<file path="src/rtl/decode_stage_if.sv">
// Fetch-to-decode handshake plus the registered micro-op bundle handed on to execute.
interface decode_stage_if;
  logic        stall;
  logic        flush;
  logic        in_valid;
  logic [31:0] in_pc;
  logic [31:0] in_instr;
  logic        fetch_stall;
  logic        out_valid;
  logic [31:0] out_pc;
  logic [3:0]  out_cond;
  logic [2:0]  out_class;
  logic [3:0]  out_opcode;
  logic        out_set_flags;
  logic [3:0]  out_rn;
  logic [3:0]  out_rd;
  logic [3:0]  out_rm;
  logic [3:0]  out_rs;
  logic [31:0] out_imm;
  logic        out_imm_valid;
  logic        out_link;
  logic        out_load;
  logic [3:0]  out_xfer_reg;
  logic [5:0]  out_xfer_offset;
  logic        out_multi_first;
  logic        out_multi_last;
  logic        out_undefined;

  modport slave (
    input  stall, flush, in_valid, in_pc, in_instr,
    output fetch_stall, out_valid, out_pc, out_cond, out_class, out_opcode,
           out_set_flags, out_rn, out_rd, out_rm, out_rs, out_imm, out_imm_valid,
           out_link, out_load, out_xfer_reg, out_xfer_offset, out_multi_first,
           out_multi_last, out_undefined
  );

  modport master (
    output stall, flush, in_valid, in_pc, in_instr,
    input  fetch_stall, out_valid, out_pc, out_cond, out_class, out_opcode,
           out_set_flags, out_rn, out_rd, out_rm, out_rs, out_imm, out_imm_valid,
           out_link, out_load, out_xfer_reg, out_xfer_offset, out_multi_first,
           out_multi_last, out_undefined
  );
endinterface

</file>
<file path="src/rtl/decode_stage.sv">
// ARM7 decode stage: classifies one instruction per cycle into a registered bundle and
// expands LDM/STM register lists into one micro-op per listed register.
module decode_stage (
  input  logic          clk,
  input  logic          rst_n,
  decode_stage_if.slave bus
);

  typedef enum logic {IDLE, MULTI} state_e;

  typedef enum logic [2:0] {
    CLS_DP     = 3'd0,
    CLS_MUL    = 3'd1,
    CLS_SDT    = 3'd2,
    CLS_BDT    = 3'd3,
    CLS_BRANCH = 3'd4,
    CLS_SWI    = 3'd5,
    CLS_UNDEF  = 3'd6
  } class_e;

  state_e      state_q, state_d;
  logic [15:0] mask_q, mask_d;
  logic [3:0]  ord_q, ord_d;

  logic        valid_q, valid_d;
  logic [31:0] pc_q, pc_d;
  logic [3:0]  cond_q, cond_d;
  class_e      cls_q, cls_d;
  logic [3:0]  opcode_q, opcode_d;
  logic        sf_q, sf_d;
  logic [3:0]  rn_q, rn_d;
  logic [3:0]  rd_q, rd_d;
  logic [3:0]  rm_q, rm_d;
  logic [3:0]  rs_q, rs_d;
  logic [31:0] imm_q, imm_d;
  logic        immv_q, immv_d;
  logic        link_q, link_d;
  logic        load_q, load_d;
  logic [3:0]  xreg_q, xreg_d;
  logic [5:0]  xoff_q, xoff_d;
  logic        first_q, first_d;
  logic        last_q, last_d;
  logic        undef_q, undef_d;

  logic [31:0] instr;
  class_e      dec_cls;
  logic [31:0] dec_imm;
  logic        dec_immv;
  logic [31:0] imm8_w;
  logic [4:0]  rot_amt;
  logic [31:0] rot_imm;
  logic [15:0] dec_list;
  logic [15:0] dec_rest;
  logic [3:0]  dec_low;
  logic [15:0] seq_rest;
  logic [3:0]  seq_low;

  function automatic logic [3:0] lowest_set(input logic [15:0] v);
    logic [3:0] r;
    r = '0;
    for (int unsigned i = 16; i > 0; i--) begin
      if (v[i-1]) r = 4'(i - 1);
    end
    return r;
  endfunction

  assign instr = bus.in_instr;

  always_comb begin
    dec_cls = CLS_UNDEF;
    unique case (instr[27:25])
      3'b000:  dec_cls = (instr[7:4] == 4'b1001 && instr[24:22] == 3'b000) ? CLS_MUL : CLS_DP;
      3'b001:  dec_cls = CLS_DP;
      3'b010:  dec_cls = CLS_SDT;
      3'b011:  dec_cls = instr[4] ? CLS_UNDEF : CLS_SDT;
      3'b100:  dec_cls = CLS_BDT;
      3'b101:  dec_cls = CLS_BRANCH;
      default: dec_cls = (instr[27:24] == 4'hF) ? CLS_SWI : CLS_UNDEF;
    endcase
  end

  // Rotate-right built from two shifts; a zero rotate makes the left shift vanish.
  assign imm8_w  = {24'b0, instr[7:0]};
  assign rot_amt = {instr[11:8], 1'b0};
  assign rot_imm = (imm8_w >> rot_amt) | (imm8_w << (6'd32 - {1'b0, rot_amt}));

  always_comb begin
    dec_imm  = '0;
    dec_immv = 1'b0;
    if (dec_cls == CLS_DP && instr[25]) begin
      dec_imm  = rot_imm;
      dec_immv = 1'b1;
    end else if (dec_cls == CLS_SDT && !instr[25]) begin
      dec_imm  = {20'b0, instr[11:0]};
      dec_immv = 1'b1;
    end else if (dec_cls == CLS_BRANCH) begin
      dec_imm  = {{6{instr[23]}}, instr[23:0], 2'b00};
      dec_immv = 1'b1;
    end
  end

  assign dec_list = instr[15:0];
  assign dec_low  = lowest_set(dec_list);
  assign dec_rest = dec_list & (dec_list - 16'd1);
  assign seq_low  = lowest_set(mask_q);
  assign seq_rest = mask_q & (mask_q - 16'd1);

  always_comb begin
    state_d  = state_q;
    mask_d   = mask_q;
    ord_d    = ord_q;
    valid_d  = valid_q;
    pc_d     = pc_q;
    cond_d   = cond_q;
    cls_d    = cls_q;
    opcode_d = opcode_q;
    sf_d     = sf_q;
    rn_d     = rn_q;
    rd_d     = rd_q;
    rm_d     = rm_q;
    rs_d     = rs_q;
    imm_d    = imm_q;
    immv_d   = immv_q;
    link_d   = link_q;
    load_d   = load_q;
    xreg_d   = xreg_q;
    xoff_d   = xoff_q;
    first_d  = first_q;
    last_d   = last_q;
    undef_d  = undef_q;

    if (bus.flush) begin
      valid_d = 1'b0;
      state_d = IDLE;
      mask_d  = '0;
      ord_d   = '0;
    end else if (!bus.stall) begin
      unique case (state_q)
        IDLE: begin
          if (bus.in_valid) begin
            valid_d  = 1'b1;
            pc_d     = bus.in_pc;
            cond_d   = instr[31:28];
            cls_d    = dec_cls;
            opcode_d = instr[24:21];
            sf_d     = instr[20];
            rn_d     = instr[19:16];
            rd_d     = instr[15:12];
            rm_d     = instr[3:0];
            rs_d     = instr[11:8];
            imm_d    = dec_imm;
            immv_d   = dec_immv;
            link_d   = (dec_cls == CLS_BRANCH) && instr[24];
            load_d   = (dec_cls == CLS_SDT || dec_cls == CLS_BDT) && instr[20];
            xreg_d   = '0;
            xoff_d   = '0;
            first_d  = 1'b1;
            last_d   = 1'b1;
            undef_d  = (dec_cls == CLS_UNDEF);
            if (dec_cls == CLS_BDT) begin
              if (dec_list == '0) begin
                undef_d = 1'b1;
              end else begin
                xreg_d = dec_low;
                if (dec_rest != '0) begin
                  last_d  = 1'b0;
                  mask_d  = dec_rest;
                  ord_d   = 4'd1;
                  state_d = MULTI;
                end
              end
            end
          end else begin
            valid_d = 1'b0;
          end
        end
        MULTI: begin
          valid_d = 1'b1;
          xreg_d  = seq_low;
          xoff_d  = {ord_q, 2'b00};
          first_d = 1'b0;
          mask_d  = seq_rest;
          ord_d   = ord_q + 4'd1;
          last_d  = 1'b0;
          if (seq_rest == '0) begin
            last_d  = 1'b1;
            ord_d   = '0;
            state_d = IDLE;
          end
        end
      endcase
    end
  end

  always_ff @(posedge clk or negedge rst_n) begin
    if (!rst_n) begin
      state_q  <= IDLE;
      mask_q   <= '0;
      ord_q    <= '0;
      valid_q  <= 1'b0;
      pc_q     <= '0;
      cond_q   <= '0;
      cls_q    <= CLS_DP;
      opcode_q <= '0;
      sf_q     <= 1'b0;
      rn_q     <= '0;
      rd_q     <= '0;
      rm_q     <= '0;
      rs_q     <= '0;
      imm_q    <= '0;
      immv_q   <= 1'b0;
      link_q   <= 1'b0;
      load_q   <= 1'b0;
      xreg_q   <= '0;
      xoff_q   <= '0;
      first_q  <= 1'b0;
      last_q   <= 1'b0;
      undef_q  <= 1'b0;
    end else begin
      state_q  <= state_d;
      mask_q   <= mask_d;
      ord_q    <= ord_d;
      valid_q  <= valid_d;
      pc_q     <= pc_d;
      cond_q   <= cond_d;
      cls_q    <= cls_d;
      opcode_q <= opcode_d;
      sf_q     <= sf_d;
      rn_q     <= rn_d;
      rd_q     <= rd_d;
      rm_q     <= rm_d;
      rs_q     <= rs_d;
      imm_q    <= imm_d;
      immv_q   <= immv_d;
      link_q   <= link_d;
      load_q   <= load_d;
      xreg_q   <= xreg_d;
      xoff_q   <= xoff_d;
      first_q  <= first_d;
      last_q   <= last_d;
      undef_q  <= undef_d;
    end
  end

  assign bus.fetch_stall     = bus.stall | (state_q == MULTI);
  assign bus.out_valid       = valid_q;
  assign bus.out_pc          = pc_q;
  assign bus.out_cond        = cond_q;
  assign bus.out_class       = cls_q;
  assign bus.out_opcode      = opcode_q;
  assign bus.out_set_flags   = sf_q;
  assign bus.out_rn          = rn_q;
  assign bus.out_rd          = rd_q;
  assign bus.out_rm          = rm_q;
  assign bus.out_rs          = rs_q;
  assign bus.out_imm         = imm_q;
  assign bus.out_imm_valid   = immv_q;
  assign bus.out_link        = link_q;
  assign bus.out_load        = load_q;
  assign bus.out_xfer_reg    = xreg_q;
  assign bus.out_xfer_offset = xoff_q;
  assign bus.out_multi_first = first_q;
  assign bus.out_multi_last  = last_q;
  assign bus.out_undefined   = undef_q;

endmodule

</file>
<file path="src/flat_wrapper.sv">
// flat-port wrapper written by rule: the top's interface ports become plain ports
module decode_stage_flat 
  (clk, rst_n, bus_stall, bus_flush, bus_in_valid, bus_in_pc, bus_in_instr, bus_fetch_stall, bus_out_valid, bus_out_pc, bus_out_cond, bus_out_class, bus_out_opcode, bus_out_set_flags, bus_out_rn, bus_out_rd, bus_out_rm, bus_out_rs, bus_out_imm, bus_out_imm_valid, bus_out_link, bus_out_load, bus_out_xfer_reg, bus_out_xfer_offset, bus_out_multi_first, bus_out_multi_last, bus_out_undefined);
  decode_stage_if bus_i ();
  input  logic clk;
  input  logic rst_n;
  input wire logic [$bits(bus_i.stall)-1:0] bus_stall;
  input wire logic [$bits(bus_i.flush)-1:0] bus_flush;
  input wire logic [$bits(bus_i.in_valid)-1:0] bus_in_valid;
  input wire logic [$bits(bus_i.in_pc)-1:0] bus_in_pc;
  input wire logic [$bits(bus_i.in_instr)-1:0] bus_in_instr;
  output wire logic [$bits(bus_i.fetch_stall)-1:0] bus_fetch_stall;
  output wire logic [$bits(bus_i.out_valid)-1:0] bus_out_valid;
  output wire logic [$bits(bus_i.out_pc)-1:0] bus_out_pc;
  output wire logic [$bits(bus_i.out_cond)-1:0] bus_out_cond;
  output wire logic [$bits(bus_i.out_class)-1:0] bus_out_class;
  output wire logic [$bits(bus_i.out_opcode)-1:0] bus_out_opcode;
  output wire logic [$bits(bus_i.out_set_flags)-1:0] bus_out_set_flags;
  output wire logic [$bits(bus_i.out_rn)-1:0] bus_out_rn;
  output wire logic [$bits(bus_i.out_rd)-1:0] bus_out_rd;
  output wire logic [$bits(bus_i.out_rm)-1:0] bus_out_rm;
  output wire logic [$bits(bus_i.out_rs)-1:0] bus_out_rs;
  output wire logic [$bits(bus_i.out_imm)-1:0] bus_out_imm;
  output wire logic [$bits(bus_i.out_imm_valid)-1:0] bus_out_imm_valid;
  output wire logic [$bits(bus_i.out_link)-1:0] bus_out_link;
  output wire logic [$bits(bus_i.out_load)-1:0] bus_out_load;
  output wire logic [$bits(bus_i.out_xfer_reg)-1:0] bus_out_xfer_reg;
  output wire logic [$bits(bus_i.out_xfer_offset)-1:0] bus_out_xfer_offset;
  output wire logic [$bits(bus_i.out_multi_first)-1:0] bus_out_multi_first;
  output wire logic [$bits(bus_i.out_multi_last)-1:0] bus_out_multi_last;
  output wire logic [$bits(bus_i.out_undefined)-1:0] bus_out_undefined;
  assign bus_i.stall = bus_stall;
  assign bus_i.flush = bus_flush;
  assign bus_i.in_valid = bus_in_valid;
  assign bus_i.in_pc = bus_in_pc;
  assign bus_i.in_instr = bus_in_instr;
  assign bus_fetch_stall = bus_i.fetch_stall;
  assign bus_out_valid = bus_i.out_valid;
  assign bus_out_pc = bus_i.out_pc;
  assign bus_out_cond = bus_i.out_cond;
  assign bus_out_class = bus_i.out_class;
  assign bus_out_opcode = bus_i.out_opcode;
  assign bus_out_set_flags = bus_i.out_set_flags;
  assign bus_out_rn = bus_i.out_rn;
  assign bus_out_rd = bus_i.out_rd;
  assign bus_out_rm = bus_i.out_rm;
  assign bus_out_rs = bus_i.out_rs;
  assign bus_out_imm = bus_i.out_imm;
  assign bus_out_imm_valid = bus_i.out_imm_valid;
  assign bus_out_link = bus_i.out_link;
  assign bus_out_load = bus_i.out_load;
  assign bus_out_xfer_reg = bus_i.out_xfer_reg;
  assign bus_out_xfer_offset = bus_i.out_xfer_offset;
  assign bus_out_multi_first = bus_i.out_multi_first;
  assign bus_out_multi_last = bus_i.out_multi_last;
  assign bus_out_undefined = bus_i.out_undefined;
  decode_stage u_core (.clk(clk), .rst_n(rst_n), .bus(bus_i));
endmodule
</file>
<file path="config.mk">
export PLATFORM = sky130hd
export DESIGN_NAME = decode_stage_flat
export DESIGN_NICKNAME = d
export VERILOG_FILES = /design/src/rtl/decode_stage_if.sv /design/src/rtl/decode_stage.sv /design/src/flat_wrapper.sv
export SDC_FILE = /design/constraint.sdc
export NUM_CORES = 1
export LEC_CHECK = 0
export CAP_MARGIN = 20
export CORE_MARGIN = 3
export CORE_UTILIZATION = 49
export CTS_CLUSTER_DIAMETER = 200
export CTS_CLUSTER_SIZE = 8
export DETAILED_ROUTE_END_ITERATION = 16
export PLACE_DENSITY = 0.84
export SLEW_MARGIN = 25
export SYNTH_ARGS = -nofsm -noshare
export SYNTH_HDL_FRONTEND = slang
export SYNTH_SLANG_ARGS = --single-unit
</file>
<file path="constraint.sdc">
create_clock -name clk -period 3.1 [get_ports clk]
set_input_delay 0.62 -clock clk [delete_from_list [all_inputs] [get_ports clk]]
set_output_delay 0.62 -clock clk [all_outputs]
set_load 0.1 [all_outputs]
</file>
# Yosys cells after proc, flatten, opt, wreduce, memory -nomap -nowiden
# Cells that the tools add are included.
# op_classes
n_addsub,4
n_eq_ne,17
n_shift,2
mux,85
bitwise_logic,7
reduce_logical,16
# op_table
op,n
$mux W4,42
$mux W16,6
$mux W32,3
$and A16 B16 Y16,2
$logic_not A16 Y1,2
$or A32 B32 Y32,1
$pmux W16 S2,1
$shl A8 B6 Y32,1
$shr A8 B5 Y32,1
$sub A16 B1 Y16 const B,2
$mux W1,22
$pmux W3 S6,1
$pmux W4 S2,2
$reduce_bool A16 Y1,1
$eq A3 B2 Y1 const B,4
$eq A3 B3 Y1 const B,4
$pmux W6 S2,1
$logic_not A3 Y1,3
$eq A4 B4 Y1 const B,2
$pmux W1 S2,4
$mux W6,1
$ne A3 B2 Y1 const B,2
$ne A3 B3 Y1 const B,2
$sub A6 B5 Y6 const A,1
other kinds (14),20
# word_totals
register_bits,130
inputBits,69
output_inout_bits,110
wordCells,153

# Longest topological paths before layout
# logic_depth
word_depth,20
depth_mapped,12
mapped_depth_nobuf,9

# Least setup slack after synthesis
# No wires, ideal clock.
# synth_timing
kind,input to register
from,in bus_in_instr[8]
to,reg u_core.mask_q[7]
setup_time_ps,82
t_arrival_ps,3218
slack_ps,-201
path_stages,12
n_path_buf,3
path_cell_list,clkbuf_1 -> buf_1 -> clkinv_1 -> ha_1 -> or3b_2 -> or4b_1 -> nand3_1 -> o31ai_1 -> a21oi_2 -> buf_6 -> a2111o_1 -> a31oi_1
# synth_between
elab_chain_len,5
# synth_lines
item,line_no,rtl
start: declaration,flat_wrapper.sv:11,input wire logic [$bits(bus_i.in_instr)-1:0] bus_in_instr;
$sub A16 B1 Y16,decode_stage.sv:104,assign dec_rest = dec_list & (dec_list - 16'd1);
$and A16 B16 Y16,decode_stage.sv:104,
$reduce_bool A16 Y1,decode_stage.sv:165,if (dec_rest != '0) begin
$ne A3 B2 Y1 (no source line),--,
$reduce_and A5 Y1 (no source line) (*),--,
end signal: assignment,decode_stage.sv:221,mask_q <= mask_d;
end: declaration,decode_stage.sv:22,"logic [15:0] mask_q, mask_d;"
# Mark *: on every way between the ends. The rest lies on a longest branch, timed or not.
# A chain may end at the register's enable or synchronous reset.

# Worst setup path after layout
# layout_timing
from,in bus_in_instr[8]
to,reg u_core.mask_q[9]
# layout_between
elab_chain_len,9
# layout_lines
item,line_no,rtl
$sub A16 B1 Y16,decode_stage.sv:104,
$and A16 B16 Y16,decode_stage.sv:104,
$mux W16,decode_stage.sv:165,
$mux W16,decode_stage.sv:161,if (dec_list == '0) begin
$mux W16,decode_stage.sv:160,if (dec_cls == CLS_BDT) begin
$mux W16,decode_stage.sv:140,if (bus.in_valid) begin
$pmux W16 S2,decode_stage.sv:138,unique case (state_q)
$mux W16,decode_stage.sv:137,end else if (!bus.stall) begin
$mux W16,decode_stage.sv:132,if (bus.flush) begin
# Several ways; a longest one is shown, not always the timed one. The select of a mux whose other input is x is not followed.

==> impl_metrics.tcl <==
set metrics [dict create \
    status "finished, final reports clean" \
    ioPinCount 179 \
    slew_headroom 0.492 \
    post_cts_resized 0 \
    fin_crit_sh 0.954 \
    port_buffers 176 \
    dr.pass1.iters 6 \
    antenna_found_initial 0 \
    synth_top_area_frac 0.470 \
    cp-end-kind "flop" \
    synth_top_area_cell "dfrtp_1" \
    antenna_cells 0 \
    die_w_um 123 \
    drcViolationCount 0 \
    synth_area_leaders "dfrtp_1 (47%), nand2_1 (14%), nor2_1 (4.1%), o21ai_0 (4.0%), clkbuf_1 (3.0%)" \
    place_congestion 0.936 \
    initialDrtViolationCount 813 \
    power.leakage_uw 0.00442 \
    row_count 42 \
    dp.cells 1198 \
    vias 7112 \
    max_clock_freq_mhz 338 \
    grt_pass1_wl_um 34800 \
    overflow 0 \
    worstPathMaxFanout 7 \
    worstReg2RegStart "u_core.mask_q[3]$_DFFE_PN0P_" \
    fp.dieArea_um2 15200 \
    start_util 0.506 \
    stdcell_count 1229 \
    finalNetCount 1112 \
    final_max_slew_viol_count 0 \
    drive_gt1_frac 0.217 \
    power_density_nw_per_um2 691 \
    period_needed_ns 2.96 \
    hold_path_class "in -> async" \
    h-tree-depth 4 \
    cts_setup_buffers 0 \
    fin_util 0.703 \
    clkTransAtPathRegs_ns 0.06 \
    cap_violations 0 \
    whs_ns 0.266 \
    grt_pass1_vias 6647 \
    tritoncts "yes" \
    syn_area_per_cell_um2 8.08 \
    dpl_worst_slack_ns -0.241 \
    worst_slack_ns 0.142 \
    synth-seq-cells 127 \
    fillers 1045 \
    ys_async_sr_fraction 1.00 \
    cts_num_sinks 127 \
    yosysUniqueCellTypes 69 \
    insertion_delay_ns 0.42 \
    hpwl_um 15900 \
    synth-edff-count 0 \
    cp-start-kind "input pin" \
    area_delta_synth_final_pct 38.9 \
    ant_nets 0 \
    clock_tree.root_cell "clkbuf_16" \
    worstPathArrival_ns 3.28 \
    setup_viol 0 \
    cts_buffer_depth 2 \
    die_h_um 123 \
    viasPerCell 5.79 \
    rsz0062_at_grt "false" \
    ys_seq_area_frac 0.470 \
    yosys_most_used_dff "dfrtp_1" \
    cts_buffers 17 \
    regArea_um2 3180 \
    crit_type "in -> reg" \
    ys_warn_count 0 \
    synth_area_um2 6760 \
    cp.required_ns 3.42 \
    cp-startpoint "bus_in_instr[8]" \
    wire_per_inst_um 18.2 \
    multiInputGateArea_um2 3300 \
    worstMarginPinSlew_ns 0.762 \
    hold_buffers 0 \
    grt_util_all_layers 0.295 \
    netlist_instances 836 \
    hold_viol 0 \
    core_um2 13300 \
    clock-skew-final_ns 0.00757 \
    grt_max_degree 64 \
    drt-total-wl_um 22400 \
    ir_drop_v 0.000514 \
]
[synthesized netlist by cell type (3+ instances only)]
cell type,number
a221oi_1,17
o21ai_0,54
nand3_1,18
nor4_1,6
a211oi_1,5
a32oi_1,7
a21o_1,3
o22ai_1,10
a31oi_1,11
or3_1,5
a21oi_1,40
o21ai_1,5
o32ai_1,3
nor3_1,18
o211ai_1,4
dfrtp_1,127
buf_1,4
or2_2,3
nand4_1,6
nor2b_1,8
a211o_1,3
o31ai_1,5
o311ai_0,3
inv_1,15
or4_1,5
nand2_1,249
clkbuf_1,54
and3_1,4
o21a_1,4
nor2_1,73
nand2b_1,9
mux2i_1,9
[report_power, final]
group / total [uW] / internal, uW / leakage, uW / switching (uW)
Combinational: 2620 / 553 / 0.00255 / 2060
Sequential: 1990 / 1870 / 0.00162 / 124
Clock: 1870 / 1130 / 0.000261 / 741
Total: 6480 / 3550 / 0.00442 / 2930
[final cells by class]
cell class              count  share of cell area
flip-flops and latches    127               0.339
multi-input cells         632               0.352
clock buffers              21              0.0491
inverters                  16             0.00654
well taps                 176              0.0235
repair buffers            247               0.221
clock inverters            10             0.00947
[routing by layer]
metal | share of wire | up-vias | global-route usage
met1 | 0.40 | 3369 | 0.400
li1 | - | 3322 | -
met3 | 0.092 | 44 | 0.0622
met5 | 0 | - | 0
met2 | 0.48 | 377 | 0.468
met4 | 0.026 | 0 | 0.105
[cell families (layout without fill, tap and decap cells)]
kind of cell               Yosys count  count (layout)  share of synthesized area
muxes                                9               9                     0.0133
and+or+nand+nor                    419             419                      0.271
DFF                                127             127                      0.470
adders and majority gates            3               3                    0.00519
AOI/OAI and AO/OA                  197             197                      0.192
other                                1               2                   0.000555
buffers and inverters               78             294                     0.0457
xor gates and xnor gates             2               2                    0.00259
[placed cells by master, fill, tap and decap left out, drive strengths merged, types with 3 or more instances in the layout]
cell type,count
clkinv,5
or3,5
o311ai,3
nor2,73
o31ai,5
a31oi,11
or4,6
buf,180
nand2b,9
o21ai,60
a21oi,41
o211ai,4
mux2i,9
nor2b,8
nor3,18
a21o,3
o22ai,10
a221oi,17
and3,4
clkbuf,21
or2,3
a211o,3
nand3,19
nand4,6
a32oi,7
clkinvlp,4
dfrtp,127
inv,16
clkdlybuf4s50,67
o32ai,5
o21a,4
nor4,8
a211oi,5
nand2,250
[final timing paths]
kind                                                        endpoint  cells past startpoint  slack [ns]
max                                     u_core.mask_q[9]$_DFFE_PN0P_                     11        0.14
min                                u_core.bus.out_pc[26]$_DFFE_PN0P_                      1        0.27
max reg2reg                              u_core.ord_q[2]$_DFFE_PN0P_                      8        0.43
min reg2reg                u_core.bus.out_xfer_offset[5]$_DFFE_PN0P_                      2        0.46
max in group asynchronous          u_core.bus.out_imm[5]$_DFFE_PN0P_                      2        2.06
min in group clk           u_core.bus.out_xfer_offset[5]$_DFFE_PN0P_                      2        0.46
[worst max-delay path, stage by stage]
cell and delay, ns:
clkdlybuf4s50_1 0.53, clkinv_2 0.12, ha_4 0.13, or3b_2 0.48
or4_1 0.45, a32oi_1 0.26, o31ai_1 0.12, a21oi_2 0.15
buf_4 0.17, nor2_1 0.06, o32ai_2 0.19
[stage by stage]
stage	area (um^2)	setup TNS, ns	total power [uW]
after CTS	9380	0	6490
after floorplan	6780	0	3910
final	9380	0	6480
after global routing	9380	0	6700
after detailed placement	8830	-3.03	4610
after global placement	8830	-1.74	4580
No activity file was read; power rests on OpenSTA's default activity.
